--- config.mk ---
export PLATFORM = sky130hd
export DESIGN_NAME = id_operand_stage
export DESIGN_NICKNAME = d
export VERILOG_FILES = /design/src/rtl/id_operand_stage.sv
export SDC_FILE = /design/constraint.sdc
export NUM_CORES = 1
export LEC_CHECK = 0
export CELL_PAD_IN_SITES_DETAIL_PLACEMENT = 1
export CELL_PAD_IN_SITES_GLOBAL_PLACEMENT = 2
export CORE_MARGIN = 5
export CORE_UTILIZATION = 23
export CTS_CLUSTER_SIZE = 30
export DETAILED_ROUTE_END_ITERATION = 7
export PLACE_DENSITY = 0.78
export SETUP_SLACK_MARGIN = 0.4
export SLEW_MARGIN = 20
export SYNTH_ARGS = -nofsm -noshare
export SYNTH_HDL_FRONTEND = slang
export SYNTH_SLANG_ARGS = --single-unit
--- constraint.sdc ---
create_clock -name clk -period 2.9 [get_ports clk]
set_input_delay 0.58 -clock clk [delete_from_list [all_inputs] [get_ports clk]]
set_output_delay 0.58 -clock clk [all_outputs]
set_load 0.05 [all_outputs]
--- src/rtl/id_operand_stage.sv ---
`default_nettype none
// +----------------------------------------------------------------------+
// | id_operand_stage: decode, operand forwarding and ID/EX register       |
// | Rev 1.0 - initial release                                            |
// +----------------------------------------------------------------------+
module id_operand_stage #(
  parameter int DW = 16,
  parameter int AW = 4
) (
  input  logic          clk,
  input  logic          rst,
  input  logic          if_valid,
  input  logic [DW-1:0] if_instr,
  output logic          id_stall,
  input  logic          flush,
  input  logic          ex_hold,
  output logic          re1,
  output logic          re2,
  output logic [AW-1:0] raddr1,
  output logic [AW-1:0] raddr2,
  input  logic [DW-1:0] rdata1,
  input  logic [DW-1:0] rdata2,
  input  logic          ex_we,
  input  logic          ex_is_load,
  input  logic [AW-1:0] ex_waddr,
  input  logic [DW-1:0] ex_wdata,
  input  logic          mem_we,
  input  logic [AW-1:0] mem_waddr,
  input  logic [DW-1:0] mem_wdata,
  output logic          idex_valid,
  output logic          idex_we,
  output logic          idex_mem_rd,
  output logic          idex_mem_wr,
  output logic [2:0]    idex_aluop,
  output logic [AW-1:0] idex_waddr,
  output logic [DW-1:0] idex_op1,
  output logic [DW-1:0] idex_op2,
  output logic [DW-1:0] idex_sdata,
  output logic [15:0]   stall_cnt
);

  localparam logic [3:0] c_OP_ADD  = 4'h1;
  localparam logic [3:0] c_OP_SUB  = 4'h2;
  localparam logic [3:0] c_OP_AND  = 4'h3;
  localparam logic [3:0] c_OP_OR   = 4'h4;
  localparam logic [3:0] c_OP_ADDI = 4'h5;
  localparam logic [3:0] c_OP_LW   = 4'h6;
  localparam logic [3:0] c_OP_SW   = 4'h7;

  localparam logic [2:0] c_ALU_PASS = 3'd0;
  localparam logic [2:0] c_ALU_ADD  = 3'd1;
  localparam logic [2:0] c_ALU_SUB  = 3'd2;
  localparam logic [2:0] c_ALU_AND  = 3'd3;
  localparam logic [2:0] c_ALU_OR   = 3'd4;

  logic [3:0]    w_op;
  logic [AW-1:0] w_rd, w_rs, w_rt;
  logic          w_is_alu, w_is_addi, w_is_lw, w_is_sw, w_legal;
  logic          w_use1, w_use2;
  logic [AW-1:0] w_src1, w_src2;
  logic          w_ex_hit1, w_ex_hit2, w_mem_hit1, w_mem_hit2;
  logic [DW-1:0] w_fwd1, w_fwd2, w_op2, w_imm8, w_imm4;
  logic          w_load_use, w_issue;
  logic [2:0]    w_aluop;

  logic          r_valid, r_we, r_mem_rd, r_mem_wr;
  logic [2:0]    r_aluop;
  logic [AW-1:0] r_waddr;
  logic [DW-1:0] r_op1, r_op2, r_sdata;
  logic [15:0]   r_stall_cnt;

  assign w_op = if_instr[15:12];
  assign w_rd = AW'(if_instr[11:8]);
  assign w_rs = AW'(if_instr[7:4]);
  assign w_rt = AW'(if_instr[3:0]);

  assign w_is_alu  = (w_op == c_OP_ADD) || (w_op == c_OP_SUB) ||
                     (w_op == c_OP_AND) || (w_op == c_OP_OR);
  assign w_is_addi = (w_op == c_OP_ADDI);
  assign w_is_lw   = (w_op == c_OP_LW);
  assign w_is_sw   = (w_op == c_OP_SW);
  assign w_legal   = w_is_alu | w_is_addi | w_is_lw | w_is_sw;

  // ADDI reads its own destination; SW reads rd as store data on port 2
  assign w_use1 = w_legal;
  assign w_use2 = w_is_alu | w_is_sw;
  assign w_src1 = w_is_addi ? w_rd : w_rs;
  assign w_src2 = w_is_sw ? w_rd : w_rt;

  assign raddr1 = w_use1 ? w_src1 : '0;
  assign raddr2 = w_use2 ? w_src2 : '0;
  assign re1    = ~rst & if_valid & w_use1;
  assign re2    = ~rst & if_valid & w_use2;

  // A load in EX has no data yet, so it never forwards; it stalls instead
  assign w_ex_hit1  = ex_we & ~ex_is_load & (ex_waddr == raddr1);
  assign w_ex_hit2  = ex_we & ~ex_is_load & (ex_waddr == raddr2);
  assign w_mem_hit1 = mem_we & (mem_waddr == raddr1);
  assign w_mem_hit2 = mem_we & (mem_waddr == raddr2);

  assign w_fwd1 = w_ex_hit1 ? ex_wdata : (w_mem_hit1 ? mem_wdata : rdata1);
  assign w_fwd2 = w_ex_hit2 ? ex_wdata : (w_mem_hit2 ? mem_wdata : rdata2);

  assign w_load_use = if_valid & ex_we & ex_is_load &
                      ((w_use1 & (ex_waddr == w_src1)) |
                       (w_use2 & (ex_waddr == w_src2)));

  assign id_stall = ~rst & ~flush & (ex_hold | w_load_use);
  assign w_issue  = if_valid & w_legal & ~w_load_use;

  assign w_imm8 = {{(DW-8){if_instr[7]}}, if_instr[7:0]};
  assign w_imm4 = {{(DW-4){1'b0}}, if_instr[3:0]};
  assign w_op2  = w_is_addi ? w_imm8 : ((w_is_lw | w_is_sw) ? w_imm4 : w_fwd2);

  always_comb begin
    w_aluop = c_ALU_PASS;
    case (w_op)
      c_OP_ADD, c_OP_ADDI, c_OP_LW, c_OP_SW: w_aluop = c_ALU_ADD;
      c_OP_SUB: w_aluop = c_ALU_SUB;
      c_OP_AND: w_aluop = c_ALU_AND;
      c_OP_OR:  w_aluop = c_ALU_OR;
      default:  w_aluop = c_ALU_PASS;
    endcase
  end

  always_ff @(posedge clk) begin
    if (rst || flush) begin
      r_valid  <= 1'b0;
      r_we     <= 1'b0;
      r_mem_rd <= 1'b0;
      r_mem_wr <= 1'b0;
      r_aluop  <= c_ALU_PASS;
      r_waddr  <= '0;
      r_op1    <= '0;
      r_op2    <= '0;
      r_sdata  <= '0;
      if (rst) r_stall_cnt <= 16'h0000;
    end else if (!ex_hold) begin
      if (w_load_use && r_stall_cnt != 16'hFFFF)
        r_stall_cnt <= r_stall_cnt + 16'h0001;
      r_valid  <= w_issue;
      r_we     <= w_issue & ~w_is_sw;
      r_mem_rd <= w_issue & w_is_lw;
      r_mem_wr <= w_issue & w_is_sw;
      r_aluop  <= w_issue ? w_aluop : c_ALU_PASS;
      r_waddr  <= (w_issue && !w_is_sw) ? w_rd : '0;
      r_op1    <= w_issue ? w_fwd1 : '0;
      r_op2    <= w_issue ? w_op2 : '0;
      r_sdata  <= (w_issue && w_is_sw) ? w_fwd2 : '0;
    end
  end

  assign idex_valid  = r_valid;
  assign idex_we     = r_we;
  assign idex_mem_rd = r_mem_rd;
  assign idex_mem_wr = r_mem_wr;
  assign idex_aluop  = r_aluop;
  assign idex_waddr  = r_waddr;
  assign idex_op1    = r_op1;
  assign idex_op2    = r_op2;
  assign idex_sdata  = r_sdata;
  assign stall_cnt   = r_stall_cnt;

endmodule
`default_nettype wire

==> metrics.txt <==
outcome completed; Final TNS setup 0 ns; post-synthesis mux area share 2.36%; sw power 0.964 mW; Startpoint Class input pin; Crit Reg-Reg Endpoint stall_cnt[5]$_SDFFCE_PP0P_; Final Core Density 43.6%; placed inst area 7770 um^2; Root Driver clkbuf_16; post-synthesis simple-gate area fraction 20.1%; drt wl/cell 20.7 um; largest buffer count on any clock path 2; count of different cell masters after synthesis 70; hold endpoint idex_op1[9]$_SDFFE_PP0N_; Final setup viols 0; initial drt markers 201; r2r setup slk 0.77 ns; top-area cell type share of the netlist area 24.2%; clock tree sinks 75; Tcrit/Tclk final 99.4%; Synth Register Bits 75; DP Worst Slack -0.595 ns; PwrDens 346 nW/um^2; GP Congestion 0.912; Max Clk Rate 347 MHz; I/O pin total 182; final instance area 9130 um^2; unrepaired setup endpoints after global routing yes; Synth Area in Compound Gates 31.6%; Worst Hold Launch idex_op1[9]$_SDFFE_PP0N_; area growth from synthesis to layout 87.2%; Worst Hold Class reg -> reg; Synth Area in Adders 0.256%; critical path's slowest cell a2111oi_4; Critical Path Fanout Max 4; CTS H-tree depth 3; First-pass DRT Iterations 4; die width 156 um; Clock Skew 0.00295 ns; Seq/Total Area, Yosys 34.1%; final worst setup slack 0.0172 ns; Total GRT Usage 17.8%; Worst-Margin Slew 0.665 ns; clock-pin slew on the worst setup and hold paths 0.07 ns; initial core utilization 23.3%; number of synthesized flops with an enable pin 16; Leak 3.36 nW; core area 21000 um^2; switch share 30.5%; minimum clock period 2.88 ns; worst reg2reg path startpoint stall_cnt[0]$_SDFFCE_PP0P_; Pins Over Slew Limit 0; vias in the first global route 5910; critical setup path kind in -> out; Synthesis Warnings 0; Syn Area/Cell 8.92 um^2; port bufs 181; post-synthesis xor/xnor area fraction 3.59%; Worst EP required 2.32 ns; count leader, synth dfxtp_1; CP Capture Type output port; net count after synthesis 644; Comb pwr share 29.4%; Clk pwr share 35.6%; CTS tree built; maximum vdd drop 215 uV; Post-Syn Area 4880 um^2; CTS Buf Count 9; remaining routing DRC violations 0; DP HPWL 17200 um; worst hold slack 0.443 ns; Reg power frac 35.0%; die footprint 24200 um^2; Die Ht 156 um; ys async rst share 0%; Rel. slew slack 55.2%; DR vias 5561; Top FF cell, synth dfxtp_1; share of post-route cells with drive strength above 1 36.8%; initial antenna violation count 0; total grt overflow 0; Worst-Skew Late Latency 0.33 ns; FF-to-FF path depth 7; synth top area cells dfxtp_1 24%, edfxtp_1 9.8%, a21boi_0 5.1%, nand2_1 4.1%, o21ai_1 3.8%; critical path's largest stage delay 0.37 ns; Vias per Instance 5.00; fin nets 930; CP cell instances dlygate4sd2_1 -> buf_6 -> nor2b_2 -> mux2i_4 -> o21ai_2 -> a2111oi_4 -> a21o_1 -> nor2_2 -> nor2_4 -> buf_12; WHS Path Cells 2; Post-synth top cells 59 x dfxtp_1, 53 x nand2_1, 43 x nor2_1, 37 x o21ai_1, 33 x a21boi_0; Fin. Hold Viols 0; Rows 53; largest family of logic cells by synthesized area compound AO/OA/AOI/OAI gates; Routed Wire Length 23000 um; top cell type by total area after synthesis dfxtp_1; DRT antenna net count 0; Gate Count Post-Synth 547; first-pass GRT wire length 33900 um; crit path DAT 2.30 ns; Max Cap Viol 0; P_int 2.20 mW; pin count of the biggest net entering global routing 30
==> power groups by stage <==
stage / clock [mW] / sequential, mW / combinational (mW)
floorplan: 0 / 1.19 / 0.303
global placement: 0 / 1.13 / 0.769
detailed placement: 0 / 1.13 / 0.783
CTS: 1.15 / 1.10 / 0.873
global route: 1.20 / 1.11 / 0.972
finish: 1.13 / 1.11 / 0.928
==> how the worst max path moves through the flow <==
stage / start / endpoint / depth (start not counted)
2_1_floorplan: if_instr[15] / id_stall / 10
3_3_place_gp: if_instr[14] / idex_op2[9]$_SDFFE_PP0N_ / 13
3_5_place_dp: if_instr[14] / idex_op2[8]$_SDFFE_PP0N_ / 13
4_1_cts: if_instr[12] / id_stall / 10
5_1_grt: if_instr[14] / id_stall / 11
6_report: if_instr[7] / id_stall / 10
==> per-layer routing <==
metal  wire, um  up-vias  global-route usage (%)
li1           -     2607                       -
met1       9830     2761                    22.7
met2      11700      164                    31.1
met3       1030       29                    3.33
met4        406        0                    3.96
met5          0        -                       0
==> worst max-delay path: cells and delay by family <==
kind / cells / cell delay (ns)
compound gates: 3 / 0.68
simple gates: 3 / 0.33
buf+inv: 3 / 0.52
mux: 1 / 0.18
==> placed cells by master, fill, tap and decap left out, types with 11 or more instances in the layout <==
| cell | count |
|---|---|
| edfxtp_1 | 16 |
| a32oi_1 | 12 |
| buf_6 | 29 |
| nand2_1 | 51 |
| o31ai_2 | 13 |
| dfxtp_1 | 59 |
| nor2_1 | 31 |
| xor2_1 | 13 |
| nand3_1 | 26 |
| o21ai_2 | 16 |
| buf_12 | 25 |
| a21boi_0 | 24 |
| a211oi_4 | 13 |
| clkbuf_16 | 11 |
| buf_4 | 91 |
| o21ai_1 | 29 |
| a211oi_1 | 15 |
| clkdlybuf4s50_1 | 150 |
==> flip-flops by register name, indices dropped and copies added, names as in the netlist <==
| register | cells |
|---|---|
| idex_op1 | 16 |
| idex_op2 | 16 |
| idex_sdata | 16 |
| stall_cnt | 16 |
| idex_waddr | 4 |
| idex_aluop | 3 |
| idex_mem_rd | 1 |
| idex_mem_wr | 1 |
| idex_valid | 1 |
| idex_we | 1 |
==> cell families after synthesis <==
logic type,after synthesis
fa+ha+maj,1
simple gates,188
xor+xnor,20
compound gates,200
buf+inv,54
flops,75
mux,9
==> metrics by stage <==
stage | cells | power, mW
global placement | 1063 | 1.90
global route | 1112 | 3.28
floorplan | 547 | 1.49
CTS | 1103 | 3.13
detailed placement | 1063 | 1.91
finish | 1113 | 3.16
==> layout make-up <==
type | count | area, um^2
Inverter | 5 | 18.8
Fill cell | 2363 | 11800
Clock buffer | 10 | 229
Antenna cell | 1 | 2.50
Multi-Input combinational cell | 419 | 3480
Tap cell | 275 | 344
Clock inverter | 5 | 56.3
Timing Repair Buffer | 323 | 3340
Sequential cell | 75 | 1660
==> what timing repair did <==
action                                 CTS  global route
buffers inserted                        21             6
gates cloned                             4             3
endpoints found under the hold margin    0             0
pin swaps                               54            39
setup endpoints to repair               86            58
resized for setup                      164            75
hold buffers                             0             0
Power figures use the tool's default switching activity.
